**config.mk**
```make
export PLATFORM = sky130hd
export DESIGN_NAME = crc_frame_scheduler
export DESIGN_NICKNAME = d
export VERILOG_FILES = /design/src/rtl/crc_frame_scheduler.sv
export SDC_FILE = /design/constraint.sdc
export NUM_CORES = 1
export LEC_CHECK = 0
export CAP_MARGIN = 20
export CELL_PAD_IN_SITES_DETAIL_PLACEMENT = 1
export CELL_PAD_IN_SITES_GLOBAL_PLACEMENT = 2
export CORE_UTILIZATION = 29
export DETAILED_ROUTE_END_ITERATION = 8
export PLACE_DENSITY = 0.91
export SYNTH_ARGS = -nofsm -noshare
export SYNTH_HDL_FRONTEND = slang
export SYNTH_SLANG_ARGS = --single-unit
```
**constraint.sdc**
```tcl
create_clock -name clock -period 4.86 [get_ports clock]
set_clock_uncertainty 0.05 [all_clocks]
set_input_delay 0.729 -clock clock [delete_from_list [all_inputs] [get_ports clock]]
set_output_delay 0.729 -clock clock [all_outputs]
set_load 0.005 [all_outputs]
```
**src/rtl/crc_frame_scheduler.sv**
```systemverilog
// Round-robin front end for a bit-serial CRC-16 encoder: arbitrates two word sources,
// streams the granted word MSB-first, and returns the captured remainder tagged by requester.
module crc_frame_scheduler #(
   parameter int DATA_LENGTH = 32,
   parameter int CRC_WIDTH   = 16
) (
   input  logic                   clock,
   input  logic                   reset_n,
   input  logic                   req0_valid,
   input  logic [DATA_LENGTH-1:0] req0_data,
   output logic                   req0_ready,
   input  logic                   req1_valid,
   input  logic [DATA_LENGTH-1:0] req1_data,
   output logic                   req1_ready,
   output logic                   crc_start,
   output logic                   crc_data,
   input  logic [CRC_WIDTH-1:0]   crc_r,
   output logic                   res_valid,
   output logic [CRC_WIDTH-1:0]   res_crc,
   output logic                   res_id,
   input  logic                   res_ready
);

   localparam int               CNT_W     = $clog2(DATA_LENGTH + 2);
   localparam logic [CNT_W-1:0] FLUSH_CNT = CNT_W'(DATA_LENGTH + 1);
   localparam logic [CNT_W-1:0] SHIFT_CNT = CNT_W'(DATA_LENGTH);
   localparam logic [CNT_W-1:0] CNT_ONE   = CNT_W'(1);

   typedef enum logic [2:0] {
      S_FLUSH,
      S_IDLE,
      S_START,
      S_SHIFT,
      S_CAPTURE,
      S_HOLD
   } state_t;

   state_t                 state, state_nxt;
   logic [CNT_W-1:0]       cnt, cnt_nxt;
   logic                   rr_last;
   logic [DATA_LENGTH-1:0] shift;
   logic                   grant0, grant1, accept;
   logic                   start_nxt, data_nxt, capture, consume, shift_en;

   // On a tie the requester that did not win last time is granted.
   assign grant0     = (state == S_IDLE) & req0_valid & (~req1_valid | rr_last);
   assign grant1     = (state == S_IDLE) & req1_valid & (~req0_valid | ~rr_last);
   assign accept     = grant0 | grant1;
   assign req0_ready = grant0;
   assign req1_ready = grant1;
   assign shift_en   = (state == S_START) | (state == S_SHIFT);

   always_comb begin
      state_nxt = state;
      cnt_nxt   = cnt;
      start_nxt = 1'b0;
      data_nxt  = 1'b0;
      capture   = 1'b0;
      consume   = 1'b0;
      case (state)
         S_FLUSH: begin
            if (cnt == CNT_ONE) state_nxt = S_IDLE;
            else                cnt_nxt   = cnt - CNT_ONE;
         end
         S_IDLE: begin
            if (accept) begin
               state_nxt = S_START;
               start_nxt = 1'b1;
            end
         end
         S_START: begin
            state_nxt = S_SHIFT;
            cnt_nxt   = SHIFT_CNT;
            data_nxt  = shift[DATA_LENGTH-1];
         end
         S_SHIFT: begin
            if (cnt == CNT_ONE) begin
               state_nxt = S_CAPTURE;
            end else begin
               cnt_nxt  = cnt - CNT_ONE;
               data_nxt = shift[DATA_LENGTH-1];
            end
         end
         S_CAPTURE: begin
            state_nxt = S_HOLD;
            capture   = 1'b1;
         end
         S_HOLD: begin
            if (res_ready) begin
               state_nxt = S_IDLE;
               consume   = 1'b1;
            end
         end
         default: state_nxt = S_FLUSH;
      endcase
   end

   always_ff @(posedge clock or negedge reset_n) begin
      if (!reset_n) begin
         state     <= S_FLUSH;
         cnt       <= FLUSH_CNT;
         rr_last   <= 1'b1;
         crc_start <= 1'b0;
         crc_data  <= 1'b0;
         res_valid <= 1'b0;
         res_crc   <= '0;
         res_id    <= 1'b0;
      end else begin
         state     <= state_nxt;
         cnt       <= cnt_nxt;
         crc_start <= start_nxt;
         crc_data  <= data_nxt;
         if (accept) begin
            rr_last <= grant1;
            res_id  <= grant1;
         end
         // crc_r is only meaningful in the capture cycle; the encoder reloads right after.
         if (capture) begin
            res_crc   <= crc_r;
            res_valid <= 1'b1;
         end else if (consume) begin
            res_valid <= 1'b0;
         end
      end
   end

   always_ff @(posedge clock) begin
      if (accept)
         shift <= grant1 ? req1_data : req0_data;
      else if (shift_en)
         shift <= {shift[DATA_LENGTH-2:0], 1'b0};
   end

endmodule

```
==> flow_metrics.py <==
metrics = {
    "status": {
        "status": "completed",
    },
    "final_layout": {
        "area.growth.synth_to_final_pct": 47.1,
        "diodes": 0,
        "fillers": 1155,
        "fin_nets": 481,
        "fin_util": 0.442,
        "drive_gt1_frac": 0.120,
    },
    "synthesis": {
        "ys_types": 36,
        "yosysWarningCount": 0,
        "netlist_area_um2": 2950,
        "seq_area_frac_synth": 0.581,
        "syn_avg_cell_area_um2": 10.2,
        "ys_ff_latch": 62,
        "synth_nets": 375,
        "synthCells": 288,
    },
    "clock_tree": {
        "cts_hold_buf": 0,
        "ctsResizeCount": 0,
        "clock-sinks": 62,
        "clk_pin_slew_ns": 0.06,
        "clockBufferDepth": 2,
        "root_buffer": "clkbuf_8",
        "cts_tree": "done",
        "cts-buffers-inserted": 9,
        "clock_latency_ns": 0.33,
        "htreeDepth": 3,
        "post_cts_buffers": 0,
    },
    "floorplanning": {
        "pin_count": 107,
        "coreArea_um2": 9820,
        "initial_core_util": 0.300,
        "die_height_um": 103,
        "dieArea_um2": 10600,
        "die_w_um": 103,
        "rows": 36,
    },
    "grt": {
        "antenna_found_initial": 0,
        "grt_pass1_wl_um": 12500,
        "grt_max_degree": 35,
        "grt_pass1_vias": 2598,
        "overflow": 0,
        "track_usage": 0.157,
    },
    "routing": {
        "ant_nets": 0,
        "viasPerCell": 4.70,
        "drt_iter0_markers": 71,
        "first_pass_iters": 4,
        "drt-wirelength-per-cell_um": 14.7,
        "post-route-drc-count": 0,
        "num_vias": 2503,
        "drt_wl_total_um": 7820,
    },
    "setup_path": {
        "startpoint_type": "input port",
        "max_stage_delay_ns": 0.61,
        "r2r.worst_path.cells": 6,
        "crit_path_top_delay_cell": "clkdlybuf4s50_1",
        "cp.arrival_ns": 2.71,
        "setup.worst_path.end_class": "primary output",
        "crit_cells": 6,
        "crit_buf_inv": 4,
        "crit_top_cell": "clkdlybuf4s50_1",
        "critPathMaxFanout": 34,
        "critPathKind": "input port to primary output",
        "cp.required_ns": 4.08,
        "cp_top_family": "buffers and inverters",
        "crit_path_cell_trace": "clkdlybuf4s50_1 > nand2b_1 > nand3_2 > buf_4 > inv_2 > clkdlybuf4s50_1",
    },
    "timing": {
        "rsz0062_at_grt": "false",
        "setup-violations-final": 0,
        "drv_slew": 0,
        "worstMarginPinSlew_ns": 0.714,
        "max_freq_ghz": 0.287,
        "final_hold_viol_count": 0,
        "finalCriticalPeriod_ns": 3.49,
        "fin_tns_setup_ns": 0,
        "worst_slack_ns": 1.37,
        "fin_crit_sh": 0.718,
        "slew_headroom": 0.524,
    },
    "power_and_ir_drop": {
        "power_density_nw_per_um2": 251,
        "p_leak_nw": 1.78,
        "power.total_mw": 1.09,
        "peakVddDrop_uv": 115,
    },
    "placed_design": {
        "hpwl_um": 5820,
        "io_buffers": 106,
        "gp_congestion": 0.772,
        "dp_slack_ns": 1.35,
    },
    "hold_path": {
        "hp-class": "register to register",
        "hold_depth": 1,
    },
    "flow_run": {
        "drv_cap": 0,
    },
}
## worst paths after layout
| kind | startpoint | end | slack [ns] |
|---|---|---|---|
| min reg2reg | res_valid$_DFFE_PN0P_ | res_valid$_DFFE_PN0P_ | 0.42 |
| max reg2reg | state[2]$_DFFE_PN0P_ | shift[12]$_DFFE_PP_ | 2.71 |
| max in group asynchronous | reset_n | cnt[0]$_DFFE_PN1P_ | 3.68 |
| min in group asynchronous | reset_n | res_crc[14]$_DFFE_PN0P_ | 0.75 |
| min | res_valid$_DFFE_PN0P_ | res_valid$_DFFE_PN0P_ | 0.42 |
| max | req1_valid | req0_ready | 1.37 |
## flip-flops by register name (all words and copies together), names as in the netlist
signal / count
res_valid: 1
res_id: 1
crc_data: 1
res_crc: 16
cnt: 6
state: 3
shift: 32
crc_start: 1
rr_last: 1
## placed cells by master, fill, tap and decap left out, types with 5 or more instances in the layout
| cell type | n |
|---|---|
| nand2_1 | 43 |
| nor2_1 | 40 |
| dfrtp_1 | 27 |
| inv_1 | 5 |
| clkbuf_8 | 11 |
| buf_4 | 5 |
| edfxtp_1 | 32 |
| a21oi_1 | 66 |
| clkdlybuf4s50_1 | 106 |
| mux2_2 | 17 |
## cell type report
class | count | area [um^2] | share of cell area
clock buffer | 13 | 159 | 0.0366
clock inverter | 3 | 42.5 | 0.00980
inverter | 7 | 26.3 | 0.00606
multi-input combinational | 203 | 1130 | 0.261
sequential | 62 | 1720 | 0.395
tap | 133 | 166 | 0.0384
timing repair buffer | 111 | 1100 | 0.253
## where the power goes
| group | internal [mW] | switching (mW) | total (mW) |
|---|---|---|---|
| combinational | 0.0599 | 0.0168 | 0.0768 |
| clock | 0.265 | 0.200 | 0.465 |
| sequential | 0.548 | 0 | 0.548 |
## stage by stage
step | std cells | hold slack [ns] | area, um^2
2_1_floorplan | 288 | 0.383 | 2950
3_3_place_gp | 516 | 0.407 | 4140
3_5_place_dp | 516 | 0.415 | 4140
4_1_cts | 532 | 0.429 | 4340
5_1_grt | 532 | 0.447 | 4340
6_report | 532 | 0.423 | 4340
## worst register-to-register path, delay by kind of cell, from the launching register on
kind                   cells  cell delay (ns)
and+or+nand+nor            2             0.38
AOI/OAI and AO/OA          2             0.34
buffers and inverters      2             0.71
DFF                        1             0.51
## Yosys cell counts
master    instances  area share
buf_2             8       0.014
or4_4             1      0.0038
o21ai_0           4      0.0068
o31ai_1           1      0.0025
nand2_1          43       0.055
dfrtp_1          27        0.23
nor2b_1           4      0.0085
and2_2            1      0.0025
clkbuf_1          6      0.0076
o211ai_1          2      0.0051
ha_1              2      0.0085
dfstp_2           3       0.027
and2_1            2      0.0042
o41ai_2           1      0.0055
edfxtp_1         32        0.33
a21oi_1          66        0.11
nor3_1            2      0.0034
a22o_1            1      0.0030
nand2b_1          3      0.0064
nor4bb_1          1      0.0034
a21o_2            1      0.0030
nor2_1           40       0.051
and3_4            1      0.0038
a32o_1            1      0.0034
o22ai_1           1      0.0021
a21o_1            1      0.0025
nand3_2           2      0.0068
a311oi_1          1      0.0030
nor3b_4           1      0.0064
buf_4             2      0.0051
clkinv_1          1      0.0013
xnor2_1           1      0.0030
nand3_1           2      0.0034
inv_1             5      0.0064
mux2_2           17       0.065
inv_2             1      0.0013
## routing by layer
metal | GRT usage | up-vias | wire (um)
met1 | 0.177 | 1185 | 3250
met4 | 0.0553 | 0 | 99
met2 | 0.278 | 93 | 3810
met5 | 0 | - | 0
met3 | 0.0529 | 9 | 648
li1 | - | 1216 | -
## kinds of logic (layout without fill, tap and decap cells)
logic type,after synthesis,after routing,synth area share
simple gates,103,103,0.158
compound gates,80,80,0.149
flops,62,62,0.581
buf+inv,23,134,0.0352
mux,17,17,0.0649
fa+ha+maj,2,2,0.00848
xor+xnor,1,1,0.00297
Power figures use the tool's default switching activity.
